`src/rtl/shift_reg_sequencer_pkg.sv`:
```
// Shared encodings for the shift register sequencer: command opcodes and FSM states.
package shift_reg_seq_pkg;

  localparam int OP_W = 2;

  typedef enum logic [OP_W-1:0] {
    OP_LOAD = 2'b00,
    OP_SHL  = 2'b01,
    OP_SHR  = 2'b10,
    OP_CLR  = 2'b11
  } op_e;

  typedef enum logic [1:0] {
    ST_IDLE  = 2'b00,
    ST_LOAD  = 2'b01,
    ST_SHIFT = 2'b10,
    ST_DONE  = 2'b11
  } state_e;

endpackage

```
`src/rtl/shift_reg_sequencer_if.sv`:
```
// Command channel between a requester and the sequencer (valid/ready handshake).
interface shift_reg_sequencer_if
  import shift_reg_seq_pkg::*;
#(
  parameter int REG_WIDTH = 8,
  parameter int CNT_W     = $clog2(REG_WIDTH) + 1
);

  logic                 cmd_valid;
  logic                 cmd_ready;
  logic [OP_W-1:0]      cmd_op;
  logic [CNT_W-1:0]     cmd_count;
  logic [REG_WIDTH-1:0] cmd_data;

  modport master (
    output cmd_valid,
    output cmd_op,
    output cmd_count,
    output cmd_data,
    input  cmd_ready
  );

  modport slave (
    input  cmd_valid,
    input  cmd_op,
    input  cmd_count,
    input  cmd_data,
    output cmd_ready
  );

endinterface

```
`src/rtl/shift_reg_sequencer_counter.sv`:
```
// Shift-cycle down-counter; loads the requested count clamped to MAX_COUNT.
module sat_down_counter #(
  parameter int CNT_W     = 4,
  parameter int MAX_COUNT = 8
) (
  input  logic             clk,
  input  logic             rst_n,
  input  logic             load,
  input  logic [CNT_W-1:0] load_value,
  input  logic             en,
  output logic             last
);

  localparam logic [CNT_W-1:0] SAT = CNT_W'(MAX_COUNT);

  logic [CNT_W-1:0] value;

  always_ff @(posedge clk) begin
    if (!rst_n) begin
      value <= '0;
    end else if (load) begin
      value <= (load_value > SAT) ? SAT : load_value;
    end else if (en && (value != '0)) begin
      value <= value - CNT_W'(1);
    end
  end

  assign last = (value == CNT_W'(1));

endmodule

```
`src/rtl/shift_reg_sequencer.sv`:
```
// Turns LOAD/SHIFT/CLEAR commands into registered load/shift strobes for a shift register.
//
// state    | meaning
// ---------+---------------------------------------------------
// ST_IDLE  | ready for a command (cmd_ready high)
// ST_LOAD  | load strobe high for one cycle (LOAD or CLEAR)
// ST_SHIFT | shift strobe high, one cycle per counted shift
// ST_DONE  | done pulse, back to idle next cycle
module shift_reg_sequencer
  import shift_reg_seq_pkg::*;
#(
  parameter int REG_WIDTH = 8,
  parameter int CNT_W     = $clog2(REG_WIDTH) + 1
) (
  input  logic                 clk,
  input  logic                 rst_n,
  shift_reg_sequencer_if.slave cmd,
  output logic                 load,
  output logic                 shift_en,
  output logic                 shift_left_right,
  output logic [REG_WIDTH-1:0] data_in,
  output logic                 busy,
  output logic                 done
);

  state_e state, next_state;
  op_e    op;
  logic   ready_q;
  logic   accept;
  logic   is_shift_op;
  logic   cnt_last;

  assign op          = op_e'(cmd.cmd_op);
  assign accept      = cmd.cmd_valid && ready_q;
  assign is_shift_op = (op == OP_SHL) || (op == OP_SHR);
  assign cmd.cmd_ready = ready_q;

  sat_down_counter #(
    .CNT_W     (CNT_W),
    .MAX_COUNT (REG_WIDTH)
  ) u_shift_cnt (
    .clk        (clk),
    .rst_n      (rst_n),
    .load       (accept && is_shift_op),
    .load_value (cmd.cmd_count),
    .en         (state == ST_SHIFT),
    .last       (cnt_last)
  );

  always_comb begin
    next_state = state;
    case (state)
      ST_IDLE: begin
        if (accept) begin
          if (is_shift_op) begin
            next_state = (cmd.cmd_count == '0) ? ST_DONE : ST_SHIFT;
          end else begin
            next_state = ST_LOAD;
          end
        end
      end
      ST_LOAD:  next_state = ST_DONE;
      ST_SHIFT: if (cnt_last) next_state = ST_DONE;
      ST_DONE:  next_state = ST_IDLE;
      default:  next_state = ST_IDLE;
    endcase
  end

  // Outputs are decoded from next_state so each strobe is a flop aligned with its state.
  always_ff @(posedge clk) begin
    if (!rst_n) begin
      state            <= ST_IDLE;
      ready_q          <= 1'b0;
      load             <= 1'b0;
      shift_en         <= 1'b0;
      shift_left_right <= 1'b0;
      data_in          <= '0;
      busy             <= 1'b0;
      done             <= 1'b0;
    end else begin
      state    <= next_state;
      ready_q  <= (next_state == ST_IDLE);
      load     <= (next_state == ST_LOAD);
      shift_en <= (next_state == ST_SHIFT);
      busy     <= (next_state != ST_IDLE);
      done     <= (next_state == ST_DONE);
      if (accept) begin
        case (op)
          OP_LOAD: data_in <= cmd.cmd_data;
          OP_CLR:  data_in <= '0;
          OP_SHL:  if (cmd.cmd_count != '0) shift_left_right <= 1'b1;
          OP_SHR:  if (cmd.cmd_count != '0) shift_left_right <= 1'b0;
          default: ;
        endcase
      end
    end
  end

endmodule

```
`src/flat_wrapper.sv`:
```
// flat-port wrapper written by rule: the top's interface ports become plain ports
module shift_reg_sequencer_flat import shift_reg_seq_pkg::*;
#(
  parameter int REG_WIDTH = 8,
  parameter int CNT_W     = $clog2(REG_WIDTH) + 1
)
  (clk, rst_n, load, shift_en, shift_left_right, data_in, busy, done, cmd_cmd_valid, cmd_cmd_op, cmd_cmd_count, cmd_cmd_data, cmd_cmd_ready);
  shift_reg_sequencer_if #(.REG_WIDTH(REG_WIDTH), .CNT_W(CNT_W)) cmd_i ();
  input  logic clk;
  input  logic rst_n;
  output logic load;
  output logic shift_en;
  output logic shift_left_right;
  output logic [REG_WIDTH-1:0] data_in;
  output logic busy;
  output logic done;
  input wire logic [$bits(cmd_i.cmd_valid)-1:0] cmd_cmd_valid;
  input wire logic [$bits(cmd_i.cmd_op)-1:0] cmd_cmd_op;
  input wire logic [$bits(cmd_i.cmd_count)-1:0] cmd_cmd_count;
  input wire logic [$bits(cmd_i.cmd_data)-1:0] cmd_cmd_data;
  output wire logic [$bits(cmd_i.cmd_ready)-1:0] cmd_cmd_ready;
  assign cmd_i.cmd_valid = cmd_cmd_valid;
  assign cmd_i.cmd_op = cmd_cmd_op;
  assign cmd_i.cmd_count = cmd_cmd_count;
  assign cmd_i.cmd_data = cmd_cmd_data;
  assign cmd_cmd_ready = cmd_i.cmd_ready;
  shift_reg_sequencer #(.REG_WIDTH(REG_WIDTH), .CNT_W(CNT_W)) u_core (.clk(clk), .rst_n(rst_n), .cmd(cmd_i), .load(load), .shift_en(shift_en), .shift_left_right(shift_left_right), .data_in(data_in), .busy(busy), .done(done));
endmodule
```
`config.mk`:
```
export PLATFORM = sky130hd
export DESIGN_NAME = shift_reg_sequencer_flat
export DESIGN_NICKNAME = d
export VERILOG_FILES = /design/src/rtl/shift_reg_sequencer_pkg.sv /design/src/rtl/shift_reg_sequencer_if.sv /design/src/rtl/shift_reg_sequencer_counter.sv /design/src/rtl/shift_reg_sequencer.sv /design/src/flat_wrapper.sv
export SDC_FILE = /design/constraint.sdc
export NUM_CORES = 1
export LEC_CHECK = 0
export BUFFER_PORTS_ARGS = -buffer_cell sky130_fd_sc_hd__buf_2
export CELL_PAD_IN_SITES_DETAIL_PLACEMENT = 0
export CELL_PAD_IN_SITES_GLOBAL_PLACEMENT = 1
export CORE_MARGIN = 1
export CORE_UTILIZATION = 32
export CTS_CLUSTER_SIZE = 10
export DETAILED_ROUTE_END_ITERATION = 8
export PLACE_DENSITY_LB_ADDON = 0.05
export SKIP_CTS_REPAIR_TIMING = 1
export SLEW_MARGIN = 20
export SYNTH_ARGS = -nofsm -noshare
export SYNTH_HDL_FRONTEND = slang
export SYNTH_SLANG_ARGS = --single-unit
```
`constraint.sdc`:
```
create_clock -name clk -period 2.5 [get_ports clk]
set_input_delay 0.5 -clock clk [delete_from_list [all_inputs] [get_ports clk]]
set_output_delay 0.5 -clock clk [all_outputs]
set_load 0.005 [all_outputs]
```
# Word level (Yosys, flattened, before mapping)
# Cells that the tools add are included.
[op_classes]
add_sub_neg = 1
reduce_logical = 16
n_eq_ne = 12
muxes = 12
n_lt_le_gt_ge = 1
[ops]
columns = ["cell", "n"]
rows = [
  ["case mux 8 bit (2 select lines)", 1],
  ["equality test 2 bit, second input constant", 6],
  ["2-to-1 mux 4 bit", 3],
  ["case mux 2 bit (4 select lines)", 1],
  ["nonzero test 2 bit", 4],
  ["nonzero test 4 bit", 2],
  ["equality test 2 x 1 -> 1 bit, second input constant", 3],
  ["zero test 2 bit", 3],
  ["2-to-1 mux 2 bit", 3],
  ["equality test 4 x 1 -> 1 bit, second input constant", 1],
  ["greater-than comparator 4 bit, second input constant", 1],
  ["zero test 4 bit", 1],
  ["!= test 2 bit, second input constant", 2],
  ["AND reduction 4 bit", 1],
  ["subtractor 4 x 1 -> 4 bit, second input constant", 1],
  ["logical AND 1 bit", 3],
  ["2-to-1 mux 1 bit", 3],
  ["case mux 1 bit (2 select lines)", 1],
  ["AND reduction 2 bit", 1],
  ["logical OR 1 bit", 1],
]
[totals]
inputBits = 17
output_inout_bits = 14
regBits = 20
wordCells = 51

# Depth between registers and ports, before layout
[depth]
word_depth = 6
ltp_mapped = 7
ltp_nobuf = 6

# By module
# A second synthesis with hierarchy kept.
[hier_totals]
cells_unflattened = 114
area_unflattened_um2 = 1041.0
[by_module_without_submodules]
columns = ["module", "cells_each", "area_per_inst_um2", "instances", "seq_area_each_um2"]
rows = [
  ["shift_reg_sequencer", 79, 762.0, 1, 320.3],
  ["sat_down_counter", 35, 279.0, 1, 80.1],
]

# Least setup slack after synthesis
# No wires, ideal clock.
[synth_path]
kind = "input to register"
start = "input port cmd_cmd_op[0]"
end = "register u_core.done"
path_buffers = 0
stages = 6
setup_slack_ns = 0.738
setup_ns = 0.115
arrival_time_ns = 1.647
required_time_ns = 2.385
cell_sequence = "inv_1 > ha_1 > nand3b_2 > o221ai_1 > o21ai_0 > and3_1"
[synth_via]
elab_chain_cells = 6
elab_cells_between_ends = 7
classes_between = "eq/ne (3); mux (3); reduce/logical (1)"
[synth_rtl]
columns = ["item", "line_no", "text"]
rows = [
  ["start, declared", "flat_wrapper.sv:18", "input wire logic [$bits(cmd_i.cmd_op)-1:0] cmd_cmd_op;"],
  ["equality test 2 x 1 -> 1 bit / equality test 2 bit (equally long branches)", "shift_reg_sequencer.sv:35", "assign is_shift_op = (op == OP_SHL) || (op == OP_SHR);"],
  ["logical OR 1 bit (*)", "shift_reg_sequencer.sv:35", ""],
  ["2-to-1 mux 2 bit (*)", "shift_reg_sequencer.sv:55", "if (is_shift_op) begin"],
  ["2-to-1 mux 2 bit (*)", "shift_reg_sequencer.sv:54", "if (accept) begin"],
  ["case mux 2 bit (4 select lines) (*)", "shift_reg_sequencer.sv:52", "case (state)"],
  ["equality test 2 bit (*)", "shift_reg_sequencer.sv:86", "done <= (next_state == ST_DONE);"],
  ["end signal, assigned", "shift_reg_sequencer.sv:86", ""],
  ["end, declared", "shift_reg_sequencer.sv:23", "output logic done"],
]
# Every way passes the cells marked *; elsewhere a longest branch is shown, timed or not.
# A chain may end at the register's enable or synchronous reset.

# Worst setup path in the final report
# Same ends and word-level chain as after synthesis.

==> reports/qor.yml <==
status:
  outcome: "finished, violations left"
  violations: "design-rule violations"
setup_path:
  required_ps: 2710
  critPathArrivalTime_ps: 1920
  critPathLaunchType: "primary input"
  endpoint_kind: "flop"
  crit_type: "primary input to flop"
  regToRegEndpoint: "u_core.u_shift_cnt.value[3]$_SDFFE_PN0P_"
  reg2reg_from: "u_core.state[1]$_SDFF_PN0_"
  ff2ff_path_depth: 5
  worstPathMaxFanout: 9
  rrSetupSlack_ps: 850
worst_hold_path:
  hold_end: "u_core.data_in[1]$_SDFFE_PN0P_"
  hold_path_class: "flop to flop"
  worstHoldStart: "u_core.data_in[1]$_SDFFE_PN0P_"
  holdPathStages: 2
cts:
  cts_root_buf: "clkbuf_4"
  cts_tree: "done"
  h-tree-depth: 1
  cts.sinks: 20
  clock_path_buffers: 2
  cts_buffers: 3
  cts.clk_slew.worst_paths_ps: 120
  clkLatencyLatePin_ps: 290
placed_design:
  place_hpwl_um: 1490
  numPortBuffers: 30
  postPlaceCellArea_um2: 1140
  gp_congestion: 0.681
  place_ws_ps: 461
yosys:
  synth_area_um2: 963
  synthTopCellsByArea: "dfxtp_1 (42%), ha_1 (10%), nor3b_1 (7.0%)"
  async_flop_share_pct: 0
  synth.net_count: 133
  avgSynthCellArea_um2: 8.92
  synth_top_flop_cell: "dfxtp_1"
  synth.top_cell.area_share_pct: 41.6
  yosys.area.top_type: "dfxtp_1"
  ys_seq_area_share_pct: 41.6
  synth_edf_count: 0
  synth-seq-cells: 20
  synthCells: 108
  yosysWarningCount: 0
  synth_cell_type_count: 32
sta:
  worst_slew_pin_slew_ps: 548
  period_needed_ps: 1710
  period_share_pct: 68.4
  skew_ps: 4.34
  tns_ps: 0
  rsz0062_at_grt: "no"
  slew_headroom_pct: 63.1
  hold_ws_ps: 493
  worst_slack_ps: 789
  setup_viol: 0
  slew_violations: 0
  hold_viol: 0
  max_freq_mhz: 584
power:
  power.density_cell_area_nw_per_um2: 799
  leakagePower_nw: 0.529
  swShare_pct: 33.5
  seqPwrFrac_pct: 44.5
  p_clk_share_pct: 20.1
  total_power_w: 0.000942
  power.switching_w: 0.000315
  comb_power_share_pct: 35.4
  internal-power_w: 0.000627
  ir_worst_vdd_mv: 0.444
global_route:
  grt_overflow: 0
  grt_usage_pct: 13.6
  antenna_found_initial: 0
  grt_first_pass_wirelength_um: 3400
  grt_pass1_vias: 750
  grt_start_max_net_pins: 17
routing:
  routed_wl_um: 1950
  antenna_left: 0
  via_per_inst: 4.80
  dr.pass1.iters: 6
  vias: 816
  drt_iter0_markers: 27
  post_drt_wl_per_cell_um: 11.5
  drc_errors: 2
layout:
  diodes: 0
  area_growth_pct: 22.3
  fin_area_um2: 1180
  nNetsFinal: 165
  final_layout_size_suffix_gt1_share_pct: 28.8
floorplanning:
  die_w_um: 56.9
  initial_utilization_pct: 34.3
  io_pins: 31
  coreArea_um2: 2810
  die_height_um: 56.9
  dieArea_um2: 3230
  rows: 19
flow_run:
  cap_violations: 0
-- layout make-up --
cell class	count	area (um^2)
clock buffer	4	36.3
fill	301	1630
inverter	8	30.0
multi-input combinational	76	515
sequential	20	400
tap	31	38.8
timing repair buffer	31	158
-- layer usage --
| layer | track usage (%) | up-vias | wire, um | share of wire, % |
|---|---|---|---|---|
| met5 | 0 | - | 0 | 0 |
| met2 | 21.6 | 16 | 880 | 45 |
| li1 | - | 436 | - | - |
| met1 | 18.5 | 362 | 961 | 49 |
| met4 | 3.14 | 0 | 22 | 1.1 |
| met3 | 3.23 | 2 | 89 | 4.6 |
-- kinds of logic after synthesis --
| group | count (synthesis) | share of synthesized area [%] |
|---|---|---|
| AND/OR/NAND/NOR | 41 | 24.8 |
| XOR/XNOR | 1 | 0.909 |
| AO/OA/AOI/OAI | 25 | 16.4 |
| multiplexers | 1 | 1.04 |
| adder cells (fa/ha/maj) | 8 | 10.4 |
| flip-flops | 20 | 41.6 |
| buffers and inverters | 12 | 4.93 |
-- registers in the layout, indices dropped and copies added (netlist names) --
register                  flops
u_core.data_in                8
u_core.state                  2
u_core.u_shift_cnt.value      4
u_core.busy                   1
u_core.load                   1
u_core.done                   1
u_core.shift_en               1
u_core.shift_left_right       1
u_core.cmd.cmd_ready          1
-- critical path, cell delays in order --
cell and delay (ps):
buf_2 100, inv_1 40, ha_1 290, nand3b_2 310
o221ai_1 250, o21ai_0 200, and3_1 220
-- power by group through the flow --
stage	Sequential [W]	Combinational (W)	Clock, W
2_1_floorplan	0.000426	0.000232	0
3_3_place_gp	0.000427	0.000335	0
3_5_place_dp	0.000427	0.000341	0
4_1_cts	0.000421	0.000342	0.000203
5_1_grt	0.000427	0.000394	0.000216
6_report	0.000419	0.000334	0.000190
-- synth_stat cells (all sizes together) (2+ instances only) --
cell type	count
dfxtp	20
nor2	12
nor3b	9
nor3	3
a21oi	12
nor2b	4
clkbuf	3
o21ai	4
and2	4
ha	8
a211oi	2
nand2	2
inv	8
-- worst max path at each step --
| stage | start | end | depth (start not counted) |
|---|---|---|---|
| 2_1_floorplan | cmd_cmd_op[0] | u_core.done$_SDFF_PN0_ | 6 |
| 3_3_place_gp | cmd_cmd_op[0] | u_core.done$_SDFF_PN0_ | 7 |
| 3_5_place_dp | cmd_cmd_op[0] | u_core.done$_SDFF_PN0_ | 7 |
| 4_1_cts | cmd_cmd_op[0] | u_core.done$_SDFF_PN0_ | 7 |
| 5_1_grt | cmd_cmd_op[0] | u_core.load$_SDFF_PN0_ | 7 |
| 6_report | cmd_cmd_op[0] | u_core.done$_SDFF_PN0_ | 7 |
-- placed cells by master, fill, tap and decap left out, drive strengths merged, types with 2 or more instances in the layout --
master  netlist  layout
buf           1      31
dfxtp        20      20
nor2         12      12
a21oi        12      12
nor3b         9       9
inv           8       8
ha            8       8
and2          4       4
o21ai         4       4
nor2b         4       4
clkbuf        3       4
nor3          3       3
nand2         2       2
a211oi        2       2
-- stage by stage --
step           util [%]  cells
2_1_floorplan         -    108
3_3_place_gp       40.7    166
3_5_place_dp       40.7    166
4_1_cts            42.0    170
5_1_grt            42.0    170
6_report           42.0    170
No activity file was read; power rests on OpenSTA's default activity.
